$ cat config.mk
export PLATFORM = sky130hd
export DESIGN_NAME = seq_restoring_divider
export DESIGN_NICKNAME = d
export VERILOG_FILES = /design/src/rtl/arith_pkg.sv /design/src/rtl/cla_subtractor_nbit.sv /design/src/rtl/seq_restoring_divider.sv
export SDC_FILE = /design/constraint.sdc
export NUM_CORES = 1
export LEC_CHECK = 0
export BUFFER_PORTS_ARGS = -buffer_cell sky130_fd_sc_hd__buf_4
export CORE_MARGIN = 2
export CORE_UTILIZATION = 53
export CTS_BUF_LIST = sky130_fd_sc_hd__clkbuf_4
export DETAILED_ROUTE_END_ITERATION = 6
export PLACE_DENSITY = 0.78
export SLEW_MARGIN = 15
export SYNTH_ARGS = -nofsm -noshare
export SYNTH_HDL_FRONTEND = slang
export SYNTH_SLANG_ARGS = --single-unit
export TNS_END_PERCENT = 30
$ cat constraint.sdc
create_clock -name clk -period 2.19 [get_ports clk]
set_clock_uncertainty 0.1 [all_clocks]
set_input_delay 0.657 -clock clk [delete_from_list [all_inputs] [get_ports clk]]
set_output_delay 0.657 -clock clk [all_outputs]
set_load 0.02 [all_outputs]
$ cat src/rtl/arith_pkg.sv
// Shared arithmetic types and helpers for the ALU datapath units.
package arith_pkg;

    typedef enum logic [1:0] {
        IDLE,
        RUN,
        DONE
    } div_state_t;

    // Counter wide enough to hold an iteration count of 0..width inclusive.
    function automatic int div_cnt_w(input int width);
        return $clog2(width + 1);
    endfunction

endpackage

$ cat src/rtl/cla_subtractor_nbit.sv
// N-bit subtractor built as a + ~b + 1 on 4-bit carry-lookahead groups.
module cla_subtractor_nbit #(
    parameter int N = 9
) (
    input  logic [N-1:0] a,
    input  logic [N-1:0] b,
    output logic [N-1:0] diff,
    output logic         borrow_n
);

    localparam int NG = (N + 3) / 4;
    localparam int NP = NG * 4;

    logic [NP-1:0] g;
    logic [NP-1:0] p;
    logic [NP-1:0] cin;
    logic [NG-1:0] gg;
    logic [NG-1:0] gp;
    logic [NG-1:0] gc;

    // Sum-of-products carry out of the low 'upto' bits of a 4-bit group.
    function automatic logic look(input logic [3:0] gv, input logic [3:0] pv,
                                  input logic ci, input int upto);
        logic c;
        logic term;
        c    = 1'b0;
        term = ci;
        for (int m = 0; m < upto; m++) term = term & pv[m];
        c = term;
        for (int j = 0; j < upto; j++) begin
            term = gv[j];
            for (int m = j + 1; m < upto; m++) term = term & pv[m];
            c = c | term;
        end
        return c;
    endfunction

    always_comb begin
        g = '0;
        p = '0;
        for (int i = 0; i < N; i++) begin
            g[i] = a[i] & ~b[i];
            p[i] = a[i] ^ ~b[i];
        end
    end

    always_comb begin
        logic cc;
        gg = '0;
        gp = '0;
        gc = '0;
        cc = 1'b1;
        for (int grp = 0; grp < NG; grp++) begin
            gg[grp] = look(g[grp*4 +: 4], p[grp*4 +: 4], 1'b0, 4);
            gp[grp] = &p[grp*4 +: 4];
            gc[grp] = cc;
            cc      = gg[grp] | (gp[grp] & cc);
        end
    end

    always_comb begin
        cin = '0;
        for (int grp = 0; grp < NG; grp++) begin
            for (int k = 0; k < 4; k++) begin
                cin[grp*4 + k] = look(g[grp*4 +: 4], p[grp*4 +: 4], gc[grp], k);
            end
        end
    end

    assign diff     = p[N-1:0] ^ cin[N-1:0];
    // Carry out of bit N-1 may sit inside a padded group, so look it up directly.
    assign borrow_n = look(g[((N-1)/4)*4 +: 4], p[((N-1)/4)*4 +: 4],
                           gc[(N-1)/4], ((N-1) % 4) + 1);

endmodule

$ cat src/rtl/seq_restoring_divider.sv
// Multi-cycle unsigned restoring divider: one trial subtraction per clock,
// start/busy/done handshake, results held until the next accepted start.
module seq_restoring_divider
    import arith_pkg::*;
#(
    parameter int WIDTH = 8
) (
    input  logic             clk,
    input  logic             rst,
    input  logic             start,
    input  logic [WIDTH-1:0] dividend,
    input  logic [WIDTH-1:0] divisor,
    output logic             busy,
    output logic             done,
    output logic [WIDTH-1:0] quotient,
    output logic [WIDTH-1:0] remainder,
    output logic             div_by_zero
);

    localparam int CNT_W = div_cnt_w(WIDTH);

    div_state_t       state_q, state_d;
    logic [CNT_W-1:0] cnt_q, cnt_d;
    logic [WIDTH-1:0] a_q, a_d;
    logic [WIDTH-1:0] b_q, b_d;
    logic [WIDTH-1:0] p_q, p_d;
    logic [WIDTH-1:0] quot_q, quot_d;
    logic [WIDTH-1:0] rem_q, rem_d;
    logic             dbz_q, dbz_d;
    logic [WIDTH:0]   p_shift;
    logic [WIDTH:0]   diff;
    logic             take_t;
    logic             borrow_unused;

    // The partial remainder stays below the divisor, so its MSB is only
    // materialised in the shifted operand feeding the subtractor.
    assign p_shift = {p_q, a_q[WIDTH-1]};
    assign take_t  = ~diff[WIDTH];

    cla_subtractor_nbit #(
        .N(WIDTH + 1)
    ) u_sub (
        .a       (p_shift),
        .b       ({1'b0, b_q}),
        .diff    (diff),
        .borrow_n(borrow_unused)
    );

    always_comb begin
        state_d = state_q;
        cnt_d   = cnt_q;
        a_d     = a_q;
        b_d     = b_q;
        p_d     = p_q;
        quot_d  = quot_q;
        rem_d   = rem_q;
        dbz_d   = dbz_q;
        case (state_q)
            IDLE, DONE: begin
                state_d = IDLE;
                if (start) begin
                    if (divisor == '0) begin
                        state_d = DONE;
                        quot_d  = '1;
                        rem_d   = dividend;
                        dbz_d   = 1'b1;
                    end else begin
                        state_d = RUN;
                        a_d     = dividend;
                        b_d     = divisor;
                        p_d     = '0;
                        cnt_d   = '0;
                        dbz_d   = 1'b0;
                    end
                end
            end
            RUN: begin
                a_d   = {a_q[WIDTH-2:0], take_t};
                p_d   = take_t ? diff[WIDTH-1:0] : p_shift[WIDTH-1:0];
                cnt_d = cnt_q + 1'b1;
                if (cnt_q == CNT_W'(WIDTH - 1)) begin
                    state_d = DONE;
                    quot_d  = a_d;
                    rem_d   = p_d;
                end
            end
            default: state_d = IDLE;
        endcase
    end

    always_ff @(posedge clk) begin
        if (rst) begin
            state_q <= IDLE;
            cnt_q   <= '0;
            quot_q  <= '0;
            rem_q   <= '0;
            dbz_q   <= 1'b0;
        end else begin
            state_q <= state_d;
            cnt_q   <= cnt_d;
            quot_q  <= quot_d;
            rem_q   <= rem_d;
            dbz_q   <= dbz_d;
        end
    end

    // Working operands carry no meaning outside RUN and need no reset.
    always_ff @(posedge clk) begin
        a_q <= a_d;
        b_q <= b_d;
        p_q <= p_d;
    end

    assign busy        = (state_q == RUN);
    assign done        = (state_q == DONE);
    assign quotient    = quot_q;
    assign remainder   = rem_q;
    assign div_by_zero = dbz_q;

endmodule

# --- After elaboration in Yosys (flattened, before gate mapping) ---
# Index checks and enable logic that the tools add are counted.
classes:
  n_addsub: 1
  multipliers: 0
  n_div: 0
  magnitude_cmp: 0
  n_eq_ne: 7
  n_shift: 0
  n_mux: 23
  bitwise_logic: 66
  n_reduce_logical: 10
ops:
  columns: ["operator", "n"]
  rows:
  - ["$mux 8", 11]
  - ["$pmux 8 s2", 4]
  - ["$and 1x1->1", 26]
  - ["$or 1x1->1", 20]
  - ["$reduce_and 4->1", 3]
  - ["$not 1->1", 11]
  - ["$xor 9x9->9", 1]
  - ["$logic_not 8->1", 1]
  - ["$mux 4", 2]
  - ["$pmux 4 s2", 1]
  - ["$xor 1x1->1", 8]
  - ["$mux 2", 3]
  - ["$ne 2x2->1 const B", 3]
  - ["$reduce_and 3->1", 2]
  - ["$add 4x1->4 const B", 1]
  - ["$eq 4x3->1 const B", 1]
  - ["$pmux 2 s2", 1]
  - ["$eq 2x1->1 const B", 1]
  - ["$eq 2x2->1 const B", 1]
  - ["$logic_not 2->1", 1]
  - ["$ne 2x1->1 const B", 1]
  - ["$reduce_and 2->1", 1]
  - ["$reduce_bool 2->1", 1]
  - ["$reduce_or 2->1", 1]
  - ["$mux 1", 1]
totals:
  reg_bits: 47
  latchBits: 0
  ram_bits: 0
  romBits: 0
  in_bits: 19
  output_inout_bits: 19
  wordCells: 115
  mem_count: 0

# --- Longest topological paths before layout ---
logic_depth:
  ltp_word: 19
  mapped_depth: 10
  mapped_depth_nobuf: 10

# --- By module ---
# A second synthesis with hierarchy kept.
hier_totals:
  cells_unflattened: 217
  hier_area_um2: 2285.9
modules_own_cells:
  columns: ["module", "instances", "cells_per_inst", "area_per_inst_um2", "seq_area_each_um2"]
  rows:
  - ["seq_restoring_divider", 1, 167, 1893.1, 1181.1]
  - ["cla_subtractor_nbit", 1, 50, 392.9, 0.0]

# --- Least setup slack after synthesis ---
# No wires, ideal clock.
synth_path:
  path_type: "register -> register"
  from: "register p_q[0]"
  to: "register p_q[4] (data pin)"
  setup_time_ps: 147
  t_arrival_ps: 2138
  required_ps: 1943
  slack_ps: -195
  path_stages_with_launch: 8
  path_buffers: 0
  period_less_slack_ps: 2385
  path_cell_list: "edfxtp_1 > ha_1 > a31oi_1 > o221ai_2 > inv_1 > fa_1 > or3_1 > a21oi_1"
synth_via:
  elab_chain_cells: 13
  word_cells_on_any_way: 17
  classes_between: "2 x mux; 14 x bitwise; 1 x reduce/logical"
synth_lines:
  columns: ["item", "line_no", "text"]
  rows:
  - ["start: declaration", "seq_restoring_divider.sv:26", "logic [WIDTH-1:0] p_q, p_d;"]
  - ["start signal: assignment", "seq_restoring_divider.sv:111", "p_q <= p_d;"]
  - ["$xor 1x1->1", "cla_subtractor_nbit.sv:43", "p[i] = a[i] ^ ~b[i];"]
  - ["$and 1x1->1 (3 in series)", "cla_subtractor_nbit.sv:32", "for (int m = j + 1; m < upto; m++) term = term & pv[m];"]
  - ["$or 1x1->1 (3 in series)", "cla_subtractor_nbit.sv:33", "c = c | term;"]
  - ["$or 1x1->1 *", "cla_subtractor_nbit.sv:57", "cc = gg[grp] | (gp[grp] & cc);"]
  - ["$and 1x1->1", "cla_subtractor_nbit.sv:57", null]
  - ["$or 1x1->1", "cla_subtractor_nbit.sv:57", null]
  - ["$xor 9x9->9 *", "cla_subtractor_nbit.sv:70", "assign diff = p[N-1:0] ^ cin[N-1:0];"]
  - ["$mux 8 *", "seq_restoring_divider.sv:79", "p_d = take_t ? diff[WIDTH-1:0] : p_shift[WIDTH-1:0];"]
  - ["$pmux 8 s2 *", "seq_restoring_divider.sv:58", "case (state_q)"]
# Mark *: on every way between the ends. The rest lies on a longest branch, timed or not.
# A chain may end at the register's enable or synchronous reset.

# --- Final worst setup path ---
layout_path:
  from: "register p_q[1]"
  to: "register p_q[2] (data pin)"
layout_via:
  elab_chain_cells: 12
  word_cells_on_any_way: 17
  classes_between: "2 x mux; 14 x bitwise; 1 x reduce/logical"
layout_lines:
  columns: ["item", "line_no"]
  rows:
  - ["$xor 1x1->1", "cla_subtractor_nbit.sv:43"]
  - ["$and 1x1->1 (2 in series)", "cla_subtractor_nbit.sv:32"]
  - ["$or 1x1->1 (3 in series)", "cla_subtractor_nbit.sv:33"]
  - ["$or 1x1->1", "cla_subtractor_nbit.sv:57"]
  - ["$and 1x1->1", "cla_subtractor_nbit.sv:57"]
  - ["$or 1x1->1", "cla_subtractor_nbit.sv:57"]
  - ["$xor 9x9->9", "cla_subtractor_nbit.sv:70"]
  - ["$mux 8 *", "seq_restoring_divider.sv:79"]
  - ["$pmux 8 s2 *", "seq_restoring_divider.sv:58"]
# Marks and branches as above.

==> results.toml <==
[synthesis]
synth_top_area_share_pct = 28.5
synthTopCellsByCount = "33 x nand2_1, 26 x nor2_1, 24 x edfxtp_1, 23 x dfxtp_1"
synth-edff-count = 24
netlist_top_cells_area = "edfxtp_1 29%, dfxtp_1 18%, ha_1 5.4%"
synth.most_common_cell = "nand2_1"
synth_ff_type = "edfxtp_1"
syn_nets = 305
ys_types = 48
ys_warn_count = 0
postSynthAreaPerCell_sq_um = 9.23
ys_seq_elements = 47
ys_seq_area_share_pct = 46.7
netlist_area_sq_mm = 0.00253
netlist.top_cell.by_area = "edfxtp_1"
synthArstFlopShare_pct = 0
synth_cells = 274

[clocking]
clk_pin_slew_ns = 0.15
htree_levels = 2
cts_buffers = 5
clockRootBuffer = "clkbuf_4"
cts_buffer_depth = 2
clock_latency_ns = 0.36
cts_num_sinks = 47
cts_tree = "built"

[floorplanning]
start_util_pct = 54.3
die-area_sq_mm = 0.00534
rows = 25
core_sq_mm = 0.00466
die_h_um = 73.1
io_pins = 38
die_x_um = 73.1

[global_routing]
grt_pass1_vias = 2318
antenna_found_initial = 0
overflow = 0
grt_max_degree = 42
grt_pass1_wl_um = 11100
grt_use_total_pct = 27.2

[worst_setup_path]
crit_path_cell_trace = "ha_4, a31oi_4, o221ai_4, buf_6, a211oi_4, or4_4, a21oi_4"
required_ns = 2.30
end_kind = "flip-flop"
critical_path_arrival_ns = 2.49
cp_top_family = "compound AO/OA/AOI/OAI gates"
critPathKind = "reg2reg"
start_kind = "flip-flop"
path_buf_inv = 1
cp_slowest_cell = "or4_4"
cp_max_fo = 6
slowest_delay_ns = 0.54

[finish]
area_growth_pct = 39.9
fill_cells = 291
drive_gt1_share_pct = 38.9
antenna_cells = 0
final_nets = 385
stdcell_count = 409

[place]
placed_cells = 397
io_buffers = 37
dp_slack_ns = -0.246
gp_congestion = 0.877
hpwl_um = 4840

[status]
outcome = "finished, violations left"
violations = "negative setup slack"

[detailed_routing]
drt_iter0_markers = 310
totalWireLength_um = 6930
drc = 0
num_vias = 2503
vias_per_cell = 6.12
drt-wirelength-per-cell_um = 16.9
dr.pass1.iters = 6
antenna_left = 0

[hold_path]
min_path_type = "in2reg"

[timing]
maxSlewViolCount = 0
layout_setup_ws_ns = -0.192
finalHoldViolCount = 0
setup_viol = 16
max_freq_mhz = 420
slew_headroom_pct = 70.1
rsz0062_at_grt = "yes"
period_needed_ns = 2.38
finalCritPeriodShare_pct = 109
worst_slew_pin_slew_ns = 0.447

[flow_run]
maxCapViolations = 0

[power_and_ir_drop]
peakVddDrop_mv = 0.499
p_leak_nw = 1.49
powerDensity_mw_per_mm2 = 681
## where the power goes
group	internal, mW	leakage (nW)	switching, mW
clock	0.125	0.0332	0.291
sequential	0.999	0.425	0.0447
combinational	0.458	1.04	0.494
## path summary, 6_finish.rpt
kind	startpoint	endpoint	slack, ns	cells after the start
setup reg to reg	p_q[1]	p_q[2]	-0.19	7
hold / removal	divisor[1]	b_q[1]	0.38	1
setup / recovery	p_q[1]	p_q[2]	-0.19	7
hold reg to reg	cnt_q[1]	cnt_q[1]	0.40	2
## what timing repair did
item,4_1_cts,5_1_grt
endpoints found under the hold margin,0,0
hold buffers,0,0
pin swaps,18,16
endpoints found under the setup margin,17,19
buffers inserted,4,0
gates resized for setup,22,21
## metrics by stage
| step | total power [mW] | cell area [sq um] | TNS [ns] | hold slack [ns] | util [%] |
|---|---|---|---|---|---|
| floorplan | 1.48 | 2570 | -0.167 | 0.365 | - |
| global placement | 1.78 | 3240 | -1.16 | 0.377 | 69.4 |
| detailed placement | 1.80 | 3240 | -1.81 | 0.384 | 69.4 |
| CTS | 2.32 | 3440 | -0.694 | 0.375 | 73.7 |
| global route | 2.52 | 3540 | -2.98 | 0.361 | 75.9 |
| finish | 2.41 | 3540 | -1.56 | 0.383 | 75.9 |
## layout by cell type (no fill, tap or decap), types with 4 or more instances in the layout
cell / instances
inv_1: 14
ha_1: 4
a211oi_1: 9
edfxtp_1: 24
buf_4: 83
buf_6: 5
nand2_1: 31
clkbuf_4: 5
o21ai_0: 12
a21oi_1: 13
and3_1: 4
nor3_1: 8
nor2_1: 24
ha_4: 6
o221ai_1: 5
nand3_1: 9
dfxtp_1: 23
## per-layer routing
metal  track usage, %  wire, um  part of all wire, %  vias to the layer above
li1                 -         -                    -                     1167
met5                0         0                    0                        -
met4             7.82       172                  2.5                        0
met2             44.7      3460                   50                      135
met3             4.83       553                  8.0                       17
met1             36.7      2740                   40                     1184
## logic make-up (layout without fill, tap and decap cells)
| logic type | Yosys count | count (layout) | share of synthesized area, % |
|---|---|---|---|
| simple gates | 101 | 101 | 18.8 |
| xor+xnor | 6 | 6 | 2.08 |
| flops | 47 | 47 | 46.7 |
| buf+inv | 35 | 116 | 5.74 |
| compound gates | 72 | 72 | 20.0 |
| fa+ha+maj | 12 | 12 | 6.23 |
| mux | 1 | 1 | 0.396 |
## flip-flops by register name, indices dropped and copies added, names as in the netlist
name	flops
remainder	8
quotient	8
p_q	8
b_q	8
a_q	8
div_by_zero	1
cnt_q	4
state_q	2
## final cells by class
type	count	area, sq um	share of cell area [%]
Inverter	18	67.6	1.91
Clock inverter	3	18.8	0.530
Tap cell	54	67.6	1.91
Timing Repair Buffer	90	719	20.3
Clock buffer	5	37.5	1.06
Multi-Input combinational cell	192	1450	40.9
Sequential cell	47	1180	33.4
Note: power is estimated with default switching activity, not from simulation.
